## src/rtl/prio_arb_pkg.sv

```systemverilog
// prio_arb_pkg
// Shared definitions for the priority arbiter slice: the arbiter FSM state
// encoding and the default number of request lines.
// No ports (package).

package prio_arb_pkg;

  // Arbiter FSM: IDLE waits for requests, GRANT holds a live grant.
  typedef enum logic {
    IDLE  = 1'b0,
    GRANT = 1'b1
  } arb_state_e;

  // Default number of request lines.
  localparam int DEFAULT_N = 8;

endpackage : prio_arb_pkg

```

## src/rtl/prio_enc_n.sv

```systemverilog
// prio_enc_n
// Combinational N-to-W priority encoder: reports the highest set bit of its
// input vector and whether any bit is set at all.
// Ports:
//   in_vec    input  [N-1:0]  vector to encode
//   enc_idx   output [W-1:0]  index of the highest set bit (0 when none set)
//   enc_valid output          at least one bit of in_vec is set

module prio_enc_n #(
  parameter int N = 8,
  parameter int W = $clog2(N)
) (
  input  logic [N-1:0] in_vec,
  output logic [W-1:0] enc_idx,
  output logic         enc_valid
);

  // Ascending scan so that the last (highest) set bit overwrites lower ones.
  always_comb begin
    enc_idx   = '0;
    enc_valid = |in_vec;
    for (int i = 0; i < N; i++) begin
      if (in_vec[i]) begin
        enc_idx = W'(i);
      end
    end
  end

endmodule : prio_enc_n

```

## src/rtl/prio_arbiter_n.sv

```systemverilog
// prio_arbiter_n
// N-way request arbiter with a two-state (IDLE/GRANT) FSM. A grant is chosen
// from the request vector sampled in IDLE and held until the consumer
// acknowledges it or the granted requester withdraws.
// Configuration macro: PRIO_ARBITER_ROUND_ROBIN_EN
//   undefined -> fixed priority, highest set index wins, no pointer register
//   defined   -> round-robin, last acknowledged index gets lowest priority
// Ports:
//   clk          input          rising-edge clock
//   rst_n        input          synchronous active-low reset
//   req          input  [N-1:0] request vector, bit i = requester i
//   ack          input          consumer has taken the current grant
//   grant_valid  output         grant_idx/grant_onehot hold a live grant
//   grant_idx    output [W-1:0] binary index of the granted requester
//   grant_onehot output [N-1:0] one-hot grant, all-zero when no live grant
//   zero         output         req sampled at the previous edge was all-zero

module prio_arbiter_n
  import prio_arb_pkg::*;
#(
  parameter int N = DEFAULT_N,
  parameter int W = $clog2(N)
) (
  input  logic         clk,
  input  logic         rst_n,
  input  logic [N-1:0] req,
  input  logic         ack,
  output logic         grant_valid,
  output logic [W-1:0] grant_idx,
  output logic [N-1:0] grant_onehot,
  output logic         zero
);

  arb_state_e   state_q, state_d;
  logic         grant_valid_q, grant_valid_d;
  logic [W-1:0] grant_idx_q, grant_idx_d;
  logic [N-1:0] grant_onehot_q, grant_onehot_d;
  logic         zero_q, zero_d;
  // Low for the first edge after reset release so no grant is issued on it.
  logic         armed_q, armed_d;

  logic [N-1:0] enc_in;
  logic [W-1:0] enc_idx;
  logic         enc_valid;
  logic [W-1:0] win_idx;

  prio_enc_n #(
    .N(N),
    .W(W)
  ) u_enc (
    .in_vec    (enc_in),
    .enc_idx   (enc_idx),
    .enc_valid (enc_valid)
  );

`ifdef PRIO_ARBITER_ROUND_ROBIN_EN
  logic [W-1:0] ptr_q, ptr_d;
  logic [W:0]   unrot_sum;

  // Rotate req right by the pointer: rotated bit N-1 is original bit
  // (ptr-1) mod N, so the encoder's descending search starts there and the
  // pointed-to requester itself lands on bit 0 (lowest priority).
  always_comb begin
    enc_in = '0;
    for (int j = 0; j < N; j++) begin
      enc_in[j] = req[(j + int'(ptr_q)) % N];
    end
  end

  // Undo the rotation: original index = (encoded + ptr) mod N.
  always_comb begin
    unrot_sum = {1'b0, enc_idx} + {1'b0, ptr_q};
    if (unrot_sum >= (W+1)'(N)) begin
      unrot_sum = unrot_sum - (W+1)'(N);
    end
    win_idx = unrot_sum[W-1:0];
  end
`else
  assign enc_in  = req;
  assign win_idx = enc_idx;
`endif

  // Next-state logic. The zero flag tracks req every cycle regardless of
  // state; grant fields are only loaded from IDLE so later requests wait.
  always_comb begin
    state_d        = state_q;
    grant_valid_d  = grant_valid_q;
    grant_idx_d    = grant_idx_q;
    grant_onehot_d = grant_onehot_q;
    zero_d         = (req == '0);
    armed_d        = 1'b1;
`ifdef PRIO_ARBITER_ROUND_ROBIN_EN
    ptr_d          = ptr_q;
`endif
    unique case (state_q)
      IDLE: begin
        grant_valid_d  = 1'b0;
        grant_onehot_d = '0;
        if (armed_q && enc_valid) begin
          state_d        = GRANT;
          grant_valid_d  = 1'b1;
          grant_idx_d    = win_idx;
          grant_onehot_d = N'(1) << win_idx;
        end
      end
      GRANT: begin
        // Ack takes precedence over a simultaneous withdrawal.
        if (ack) begin
          state_d        = IDLE;
          grant_valid_d  = 1'b0;
          grant_onehot_d = '0;
`ifdef PRIO_ARBITER_ROUND_ROBIN_EN
          ptr_d          = grant_idx_q;
`endif
        end else if (!req[grant_idx_q]) begin
          state_d        = IDLE;
          grant_valid_d  = 1'b0;
          grant_onehot_d = '0;
        end
      end
      default: begin
        state_d        = IDLE;
        grant_valid_d  = 1'b0;
        grant_onehot_d = '0;
      end
    endcase
  end

  // State and registered outputs; reset wins over everything, mid-grant too.
  always_ff @(posedge clk) begin
    if (!rst_n) begin
      state_q        <= IDLE;
      grant_valid_q  <= 1'b0;
      grant_idx_q    <= '0;
      grant_onehot_q <= '0;
      zero_q         <= 1'b1;
      armed_q        <= 1'b0;
`ifdef PRIO_ARBITER_ROUND_ROBIN_EN
      ptr_q          <= '0;
`endif
    end else begin
      state_q        <= state_d;
      grant_valid_q  <= grant_valid_d;
      grant_idx_q    <= grant_idx_d;
      grant_onehot_q <= grant_onehot_d;
      zero_q         <= zero_d;
      armed_q        <= armed_d;
`ifdef PRIO_ARBITER_ROUND_ROBIN_EN
      ptr_q          <= ptr_d;
`endif
    end
  end

  assign grant_valid  = grant_valid_q;
  assign grant_idx    = grant_idx_q;
  assign grant_onehot = grant_onehot_q;
  assign zero         = zero_q;

endmodule : prio_arbiter_n
```

## config.mk

```make
export PLATFORM = sky130hd
export DESIGN_NAME = prio_arbiter_n
export DESIGN_NICKNAME = d
export VERILOG_FILES = /design/src/rtl/prio_arb_pkg.sv /design/src/rtl/prio_enc_n.sv /design/src/rtl/prio_arbiter_n.sv
export SDC_FILE = /design/constraint.sdc
export NUM_CORES = 1
export LEC_CHECK = 0
export CAP_MARGIN = 20
export CORE_MARGIN = 1.5
export CORE_UTILIZATION = 38
export DETAILED_ROUTE_END_ITERATION = 16
export PLACE_DENSITY = 0.83
export SYNTH_ARGS = -nofsm -noshare
export SYNTH_HDL_FRONTEND = slang
export SYNTH_HIERARCHICAL = 1
export SYNTH_SLANG_ARGS = --single-unit
```

## constraint.sdc

```tcl
create_clock -name clk -period 1.25 [get_ports clk]
set_input_delay 0.25 -clock clk [delete_from_list [all_inputs] [get_ports clk]]
set_output_delay 0.25 -clock clk [all_outputs]
set_load 0.01 [all_outputs]
```

Word-level counts from Yosys, hierarchy flattened
Index checks and enable logic that the tools add are counted.
Cells by class
  magnitude comparators: 1
  equal/unequal tests: 1
  shift-type cells: 1
  multiplexer cells: 21
  bitwise operators: 1
  reduce and logical (&&, ||, !) cells: 4
Operators with widths (count)
  $mux W8: 3
  $pmux W8 S2: 1
  $mux W3: 4
  $logic_not A8 Y1: 1
  $mux W1: 8
  $reduce_or A8 Y1: 1
  $shl A1 B3 Y8 const A: 1
  $lt A3 B4 Y1 const B: 1
  $mux W2: 2
  $pmux W1 S2: 2
  $bmux W1 S3: 1
  $ne A3 B3 Y1 const B: 1
  $reduce_and A2 Y1: 1
  $logic_and A1 B1 Y1: 1
  $not A1 Y1: 1
Word-level totals
  register bits after elaboration: 15
  bits of input ports: 11
  output and inout bits: 13
  word-level logic and storage cells: 35

Depth between registers and ports, before layout
Gate-level depths: netlist of the first run.
  depth in word-level cells: 10
  mapped depth: 6
  mapped depth without buffers: 6

Modules after synthesis
The synthesis of the first run kept the hierarchy.
Modules (own cells, without submodules)
  prio_arbiter_n: times used 1, cells each 60, area each 626.9 um^2, seq. area each 300.3 um^2
  prio_enc_n: times used 1, cells each 12, area each 66.3 um^2, seq. area each 0.0 um^2

Worst setup path before layout of the first run
OpenSTA, ideal clock, no wires.
  kind: register -> register
  start: reg grant_idx_q[0], in the netlist grant_idx[0]
  end: reg grant_onehot_q[0], in the netlist grant_onehot[0]
  library setup time: 0.116 ns
  arrival time: 1.311 ns
  data required time: 1.134 ns
  slack: -0.177 ns
  cell stages (with the launch flop): 7
  path buffers: 2
  period minus slack after synthesis: 1.427 ns
  cells stage by stage: dfxtp_1 > buf_6 > mux2i_1 > a211oi_1 > and4_1 > buf_6 > a22o_4
On the way
  cells in the longest elaborated chain, start to end: 3
RTL lines
  start: declaration: line prio_arbiter_n.sv:36  | logic [W-1:0] grant_idx_q, grant_idx_d;
  start signal: assignment: line prio_arbiter_n.sv:144  | grant_idx_q <= grant_idx_d;
  $bmux W1 S3: line prio_arbiter_n.sv:115  | end else if (!req[grant_idx_q]) begin
  $mux W1 (implied by the code): line prio_arbiter_n.sv:115
  $ne A3 B3 Y1 (no line)
  end signal: assignment: line prio_arbiter_n.sv:145  | grant_onehot_q <= grant_onehot_d;
  end: declaration: line prio_arbiter_n.sv:37  | logic [N-1:0] grant_onehot_q, grant_onehot_d;
No other way between the ends. The select of a mux whose other input is x is not followed.
A chain may end at the register's enable or synchronous reset.

Worst setup path after layout of the first run
Ends and elaborated chain as after synthesis.

==> summary by stage, run 1 <==
Drt
Dividing the detail-routed via count by the number of cells gives approximately 5. For this run, design rule violations remaining after detail routing come to 0. The via count is 673. The average wire per standard cell is 12.8 um. In this run the remaining antenna-violating nets after routing total 0. The violation count after the first detailed-routing iteration is 12. The length of routed met3 wiring is roughly 97 um.

For this block, wires on met1 add up to 742 um. In this run the top signal layer used is met4. The amount of wire on met2 after detailed routing is around 830 um. The final wirelength is approximately 1700 um. For this run, the detailed router's first-pass iteration total came to 4.

Final layout
After routing the design area is between 1000 and 1500 sq um. The share of layout cells above drive strength 1 is 32.4%. After filler insertion, the fill cell instance count of the layout stands at about 170. The post-layout instance count excluding filler cells is approximately 130. The area added between synthesis and finish is 53.4%. The footprint of the multi-input gates is 393 sq um.

The number of nets in the finished design is 120. Once layout is complete, the utilization of the core stands at between 60% and 70%. Across the whole layout, storage elements account for 307 sq um.

The number of antenna repair diodes is 0.

GRT
The number of antenna violations at the first check in global routing is 0. The overall fraction of global-route tracks in use is around 18%. The total overflow left after global routing is 0.

The via count of the first global-routing pass is 599. The largest net degree at the start of global routing is 12. The first global-routing pass estimated 2630 um of wire.

Placed design
After detailed placement, the total cell area comes to about 1000 sq um. The cell total after placement is 127. Timing analysis after detailed placement gives a worst setup slack of -0.486 ns.

Input and output buffers added on the ports amount to 23. At the end of routability-driven placement, the weighted congestion stood at 0.760. Detailed placement ended at an HPWL of ~1300 um.

Yosys
The area share of the leading cell type in the synthesized netlist is a little over two fifths. The average cell area after synthesis is between 9 and 10 sq um. In this run, synthesis produced a sequential element count of 15. The count of different cell masters after synthesis is 28. Synthesis produced a netlist with a net count of 83. Sorting the synthesized cells by area gives the leading types as dfxtp_1 (43%), o2bb2ai_1 (7.6%), mux2i_1 (5.8%), nand2_1 (4.9%), nand3b_1 (4.3%). For this run, the register share of the synthesized area comes to roughly 43%. In this run the cell area of the synthesized design comes to 693 sq um. After technology mapping, the gate count stands at 72.

For this run, the number of Yosys warnings is 6. The biggest area consumer among synthesized cells is dfxtp_1.

Setup path
The register-to-register path setup slack is -0.17 ns. The kind of launch point of the worst setup path is a register. The maximum fanout count along the critical path is 5. The data required time of the worst path is between 1 and 1.5 ns. The end of the worst register-to-register path is grant_onehot[0]$_SDFFE_PN0P_. For the worst setup path, the data arrival time is ~1.6 ns. The worst setup path is captured at a register. The startpoint identified for the worst register-to-register timing path is grant_idx[0]$_SDFFE_PN0P_. The category of the critical setup timing path is register to register. The worst reg2reg path depth is 6.

Timing
The tightest slew margin relative to the limit is approximately 78%. Dividing the final minimum period by the clock period gives 114%. The worst path in the final design needs a cycle of 1.42 ns, including I/O delays and setup. The max-slew violation total from the final report came to 0.

After layout, the worst setup slack is -0.173 ns. The worst hold-check slack is approximately 0.38 ns. The clock tree skew after final layout is a little over 0.009 ns.

After routing, the total negative slack on setup checks comes to -1.28 ns. Setup repair after global routing could not meet its margin everywhere. For the pin with the worst max-slew slack, the measured transition is around 0.34 ns.

Static timing analysis puts the maximum clock frequency at 703 MHz. The hold violation count in the final report is 0. The number of setup violations in the final report is 10.

Floorplan
The floorplan has 15 rows. The die covers roughly 2100 sq um. During I/O placement, the number of pins put on the boundary was 24. The floorplan die width is between 40 and 50 um.

The initial utilization of the core area, before any placement, comes to between 40% and 50%. Measured along the y axis, the die boundary spans ~46 um. The core region area is approximately 1700 sq um.

Min path
The worst min-delay path startpoint is req[0]. The path with the worst hold slack has its endpoint at zero$_SDFF_PN1_. The cell count of the worst hold path is 3. The worst hold path belongs to the class input port to register.

Outcome
The checks that failed: negative setup slack. The run finished, with violations left.

CTS
The clock passes through at most 2 buffers. TritonCTS built the clock tree. The clock reaches the later pin of the worst-skew pair after between 0.2 and 0.3 ns. Buffers inserted to repair hold after CTS numbered 0. Clock tree synthesis inserted a total of 3 buffers. The tree is rooted in a clkbuf_4. CTS built an H-tree with a depth of 1.

Counting every sink on the clock net gives 15. Clock-pin slew was measured on the worst setup and hold paths at 0.09 ns.

Job
Across the run, the number of max-cap violations was 0.

Power and ir drop
The maximum VDD drop is roughly 780 uV. The power density of the placed cells is a little over 900 nW/um^2. The analysis attributes to cell leakage a power of ~0.48 nW. The total power is ~980 uW.
==> logic make-up after synthesis <==
family / synth area share, %
AND/OR/NAND/NOR: 21.7
buffers and inverters: 5.05
flip-flops: 43.3
multiplexers: 5.78
AO/OA/AOI/OAI: 24.2
==> cells in the final DEF, fill, tap and decap left out, drive strengths merged, types with 2 or more instances in the layout <==
| master | instances |
|---|---|
| dlygate4sd2 | 19 |
| dfxtp | 15 |
| buf | 12 |
| nand2 | 9 |
| nor2 | 7 |
| o2bb2ai | 6 |
| clkbuf | 5 |
| nand3b | 4 |
| mux2i | 4 |
| a21boi | 3 |
| nand3 | 2 |
| or4 | 2 |
| clkdlybuf4s50 | 2 |
| a22o | 2 |
| o31ai | 2 |
| inv | 2 |
| a21oi | 2 |
==> synthesized netlist by cell type <==
cell type  instances
a21o_2             1
o31ai_2            1
a211oi_1           1
nor2_1             7
nor3b_1            1
nand3_1            2
a32o_2             1
nand4_1            1
nand3b_1           4
o21ai_0            1
or3_1              1
or2_2              1
nand2_1            9
and4_1             1
a22o_4             1
a21boi_0           3
buf_2              1
inv_2              1
o31ai_1            1
a22o_1             1
dfxtp_1           15
a21oi_2            1
buf_6              2
a21oi_1            1
inv_1              1
mux2i_1            4
o2bb2ai_1          6
or4_1              2
==> critical path, cell delays in order (launching register included) <==
cell	delay, ns
dfxtp_4	0.35
buf_6	0.12
mux2i_2	0.23
a211oi_2	0.09
and4_4	0.18
buf_6	0.12
a22o_4	0.22
==> routing by layer <==
metal | vias to the layer above | GRT usage [%]
met5 | - | 0
met4 | 0 | 5.14
met3 | 4 | 6.35
met2 | 22 | 29.9
met1 | 304 | 22.0
li1 | 343 | -
==> registers in the layout (all words and copies together), names as in the netlist <==
register and cells:
grant_onehot 8, grant_idx 3, armed_q 1, grant_valid 1, state_q 1, zero 1
==> area by class of cell <==
class,count,share of cell area [%]
timing repair buffer,35,28.1
sequential,15,28.8
inverter,2,0.706
clock buffer,4,2.47
multi-input combinational,52,36.9
tap,25,2.94
==> how the worst max path moves through the flow <==
stage,slack [ns],end,startpoint
after CTS,-0.18,grant_onehot[0]$_SDFFE_PN0P_,grant_idx[0]$_SDFFE_PN0P_
after floorplan,-0.13,grant_onehot[0]$_SDFFE_PN0P_,grant_idx[0]$_SDFFE_PN0P_
after global routing,-0.22,grant_onehot[0]$_SDFFE_PN0P_,grant_idx[0]$_SDFFE_PN0P_
after detailed placement,-0.49,grant_onehot[7]$_SDFFE_PN0P_,req[4]
final,-0.17,grant_onehot[0]$_SDFFE_PN0P_,grant_idx[0]$_SDFFE_PN0P_
after global placement,-0.45,grant_onehot[0]$_SDFFE_PN0P_,req[6]
==> what timing repair did <==
| action | CTS | global route |
|---|---|---|
| pin swaps | 2 | 6 |
| setup endpoints to repair | 27 | 14 |
| cloned | 0 | 1 |
| buffers inserted | 1 | 0 |
| resized for setup | 32 | 8 |
==> where the power goes <==
| part | switching (mW) | total, mW | internal [mW] |
|---|---|---|---|
| registers | 0.0176 | 0.517 | 0.499 |
| logic | 0.0977 | 0.204 | 0.106 |
| clock network | 0.138 | 0.261 | 0.124 |
No activity file was read; power rests on OpenSTA's default activity.
==> run 2: changes to the inputs <==
- SKIP_CTS_REPAIR_TIMING: not set -> 1
- SLEW_MARGIN: not set -> 0
==> summary by stage, run 2 (same netlist as run 1, synthesis figures left out) <==
Power and ir drop
The power density of the placed cells is between 800 and 900 nW/um^2. Summed over all cells, the static leakage comes to 0.710 nW. The worst-case IR drop observed on VDD is 787 uV. The design draws roughly 990 uW.

Final layout
The core occupancy in the finished layout is roughly 67%. Of the cells placed in the final design, the portion with a size suffix greater than 1 is between 30% and 40%. The flip-flop count of the largest register, all copies and words added is 8. The area added between synthesis and finish is 66.6%.

The number of antenna repair diodes is 0. The most common cell after layout, fill and taps aside is dlymetal6s2s_1. In the layout the commonest cells are dlymetal6s2s_1 (22), dfxtp_1 (11), buf_4 (9).

The number of nets in the finished design is around 120. The design area is approximately 1200 sq um.

Timing
Setup violations remaining at the end of the flow were counted as 9. Derived from the worst setup path, the maximum achievable clock frequency is between 700 and 800 MHz. For the pin with the worst max-slew slack, the measured transition is between 0.3 and 0.4 ns. The hold violation count in the final report is 0. The clock arrives with 0.00790 ns of skew. Dividing the final minimum period by the clock period gives 111%. The sum of negative setup slack is -0.528 ns. The post-route minimum period is around 1.4 ns. The max-slew violation total from the final report is 0. The worst pin sits at a relative slew slack of approximately 77%. Setup repair after global routing could not meet its margin everywhere. After layout, the worst setup slack is -0.136 ns.

Setup path
The kind of launch point of the worst setup path is a register. The worst stage delay on the critical path is approximately 0.40 ns. On the critical path, the stage with the largest delay is an instance of dfxtp_4. The critical path's top delay family is flip-flops. The data arrival time of the critical path is between 1.5 and 2 ns. The worst setup path is captured at a register.

The category of the critical setup timing path is register to register. The count of buffering cells on the critical path with inverters included is 1. The data required time of the worst path is about 1.4 ns. The signal on the critical path passes through mux2i_2 > a211oi_2 > and4_4 > buf_6 > a22o_4. Along the worst path, the maximum fanout reaches 5.

CTS
Clock tree synthesis inserted a total of 3 buffers. The post-CTS clock slew at the launch and capture registers of the worst setup and hold paths is about 0.08 ns. The clock latency reported for the late side of the worst-skew pair is around 0.28 ns. The number of buffers on the longest clock path is 2. The total number of H-tree levels is 1. The tree is rooted in a clkbuf_4. The clock sink total is 15.

TritonCTS built the clock tree.

Drt
The first detailed-routing pass took 4 iterations. The first routing iteration left 11 violations. The via count is around 650. In this run the remaining antenna-violating nets after routing total 0. The routed via count divided by cell count is about 5. The number of design rule violations left after detail routing is 0. For this block, the routed nets add up to ~1800 um of wire. The average wire per standard cell is ~14 um.

Floorplan
The initial cell density of the core is about two fifths. From bottom edge to top edge, the die measures 45.7 um. The die is 45.7 um wide. In this run the standard cell core region covers about 1700 sq um. The die covers between 2000 and 2500 sq um. The row count is 15. The number of I/O pins is 24.

Job
Across the run, the number of max-cap violations was 0.

GRT
The number of antenna violations at the first check in global routing is 0. The largest net degree at the start of global routing is 12. The overall fraction of global-route tracks in use is about 18%. The first global-routing pass estimated ~2600 um of wire. Global routing finished with a remaining overflow of 0. The via count of the first global-routing pass is about 580.

Placed design
The total of buffers placed on input and output ports is 23. Detailed placement finished with a half-perimeter wire length of between 1000 and 1500 um. After detailed placement, the total cell area comes to about 1000 sq um. At the end of routability-driven placement, the weighted congestion stood at ~0.76.

Min path
The worst min-delay path class is input port to register.

Outcome
The flow ran to the end, but the final reports show violations. The checks that failed: negative setup slack.
==> run 2: cell types whose count changed in the layout (fill, tap and decap cells not counted), moves of 2 or more <==
cell	before	now
o2bb2ai_1	6	3
dlygate4sd2_1	19	0
o2bb2ai_2	0	3
nor2_2	2	0
dlymetal6s2s_1	1	22
nor2_1	4	6
==> run 2: cell type report <==
| type | instances | area, sq um |
|---|---|---|
| Sequential cell | 15 | 308 |
| Fill cell | 153 | 572 |
| Timing Repair Buffer | 34 | 375 |
| Tap cell | 25 | 31.3 |
| Inverter | 2 | 7.51 |
| Multi-Input combinational cell | 52 | 407 |
| Clock buffer | 4 | 26.3 |
==> run 2: metrics by stage <==
stage          instances  hold WS [ns]  setup WS (ns)
2_1_floorplan         72         0.278         -0.129
3_3_place_gp         127         0.449         -0.448
6_report             132         0.318         -0.136
3_5_place_dp         127         0.453         -0.486
5_1_grt              132         0.327         -0.183
4_1_cts              131         0.476         -0.353
==> run 2: worst paths after layout <==
check	startpoint	to	slack (ns)	cells after the start
max	grant_idx[0]$_SDFFE_PN0P_	grant_onehot[0]$_SDFFE_PN0P_	-0.14	5
min	rst_n	armed_q$_DFF_P_	0.32	2
max reg2reg	grant_idx[0]$_SDFFE_PN0P_	grant_onehot[0]$_SDFFE_PN0P_	-0.14	5
min reg2reg	grant_onehot[2]$_SDFFE_PN0P_	grant_onehot[2]$_SDFFE_PN0P_	0.47	1
==> run 2: power by group <==
| part | internal, mW | switching, mW |
|---|---|---|
| logic | 0.113 | 0.0962 |
| clock network | 0.124 | 0.139 |
| registers | 0.500 | 0.0226 |
| total | 0.737 | 0.258 |
==> run 2: metal layers <==
layer | share of wire (%) | GRT usage, % | vias to the layer above
met5 | 0 | 0 | -
met3 | 4.4 | 6.75 | 2
met1 | 43 | 22.2 | 299
li1 | - | - | 338
met4 | 1.0 | 5.14 | 0
met2 | 52 | 28.5 | 14
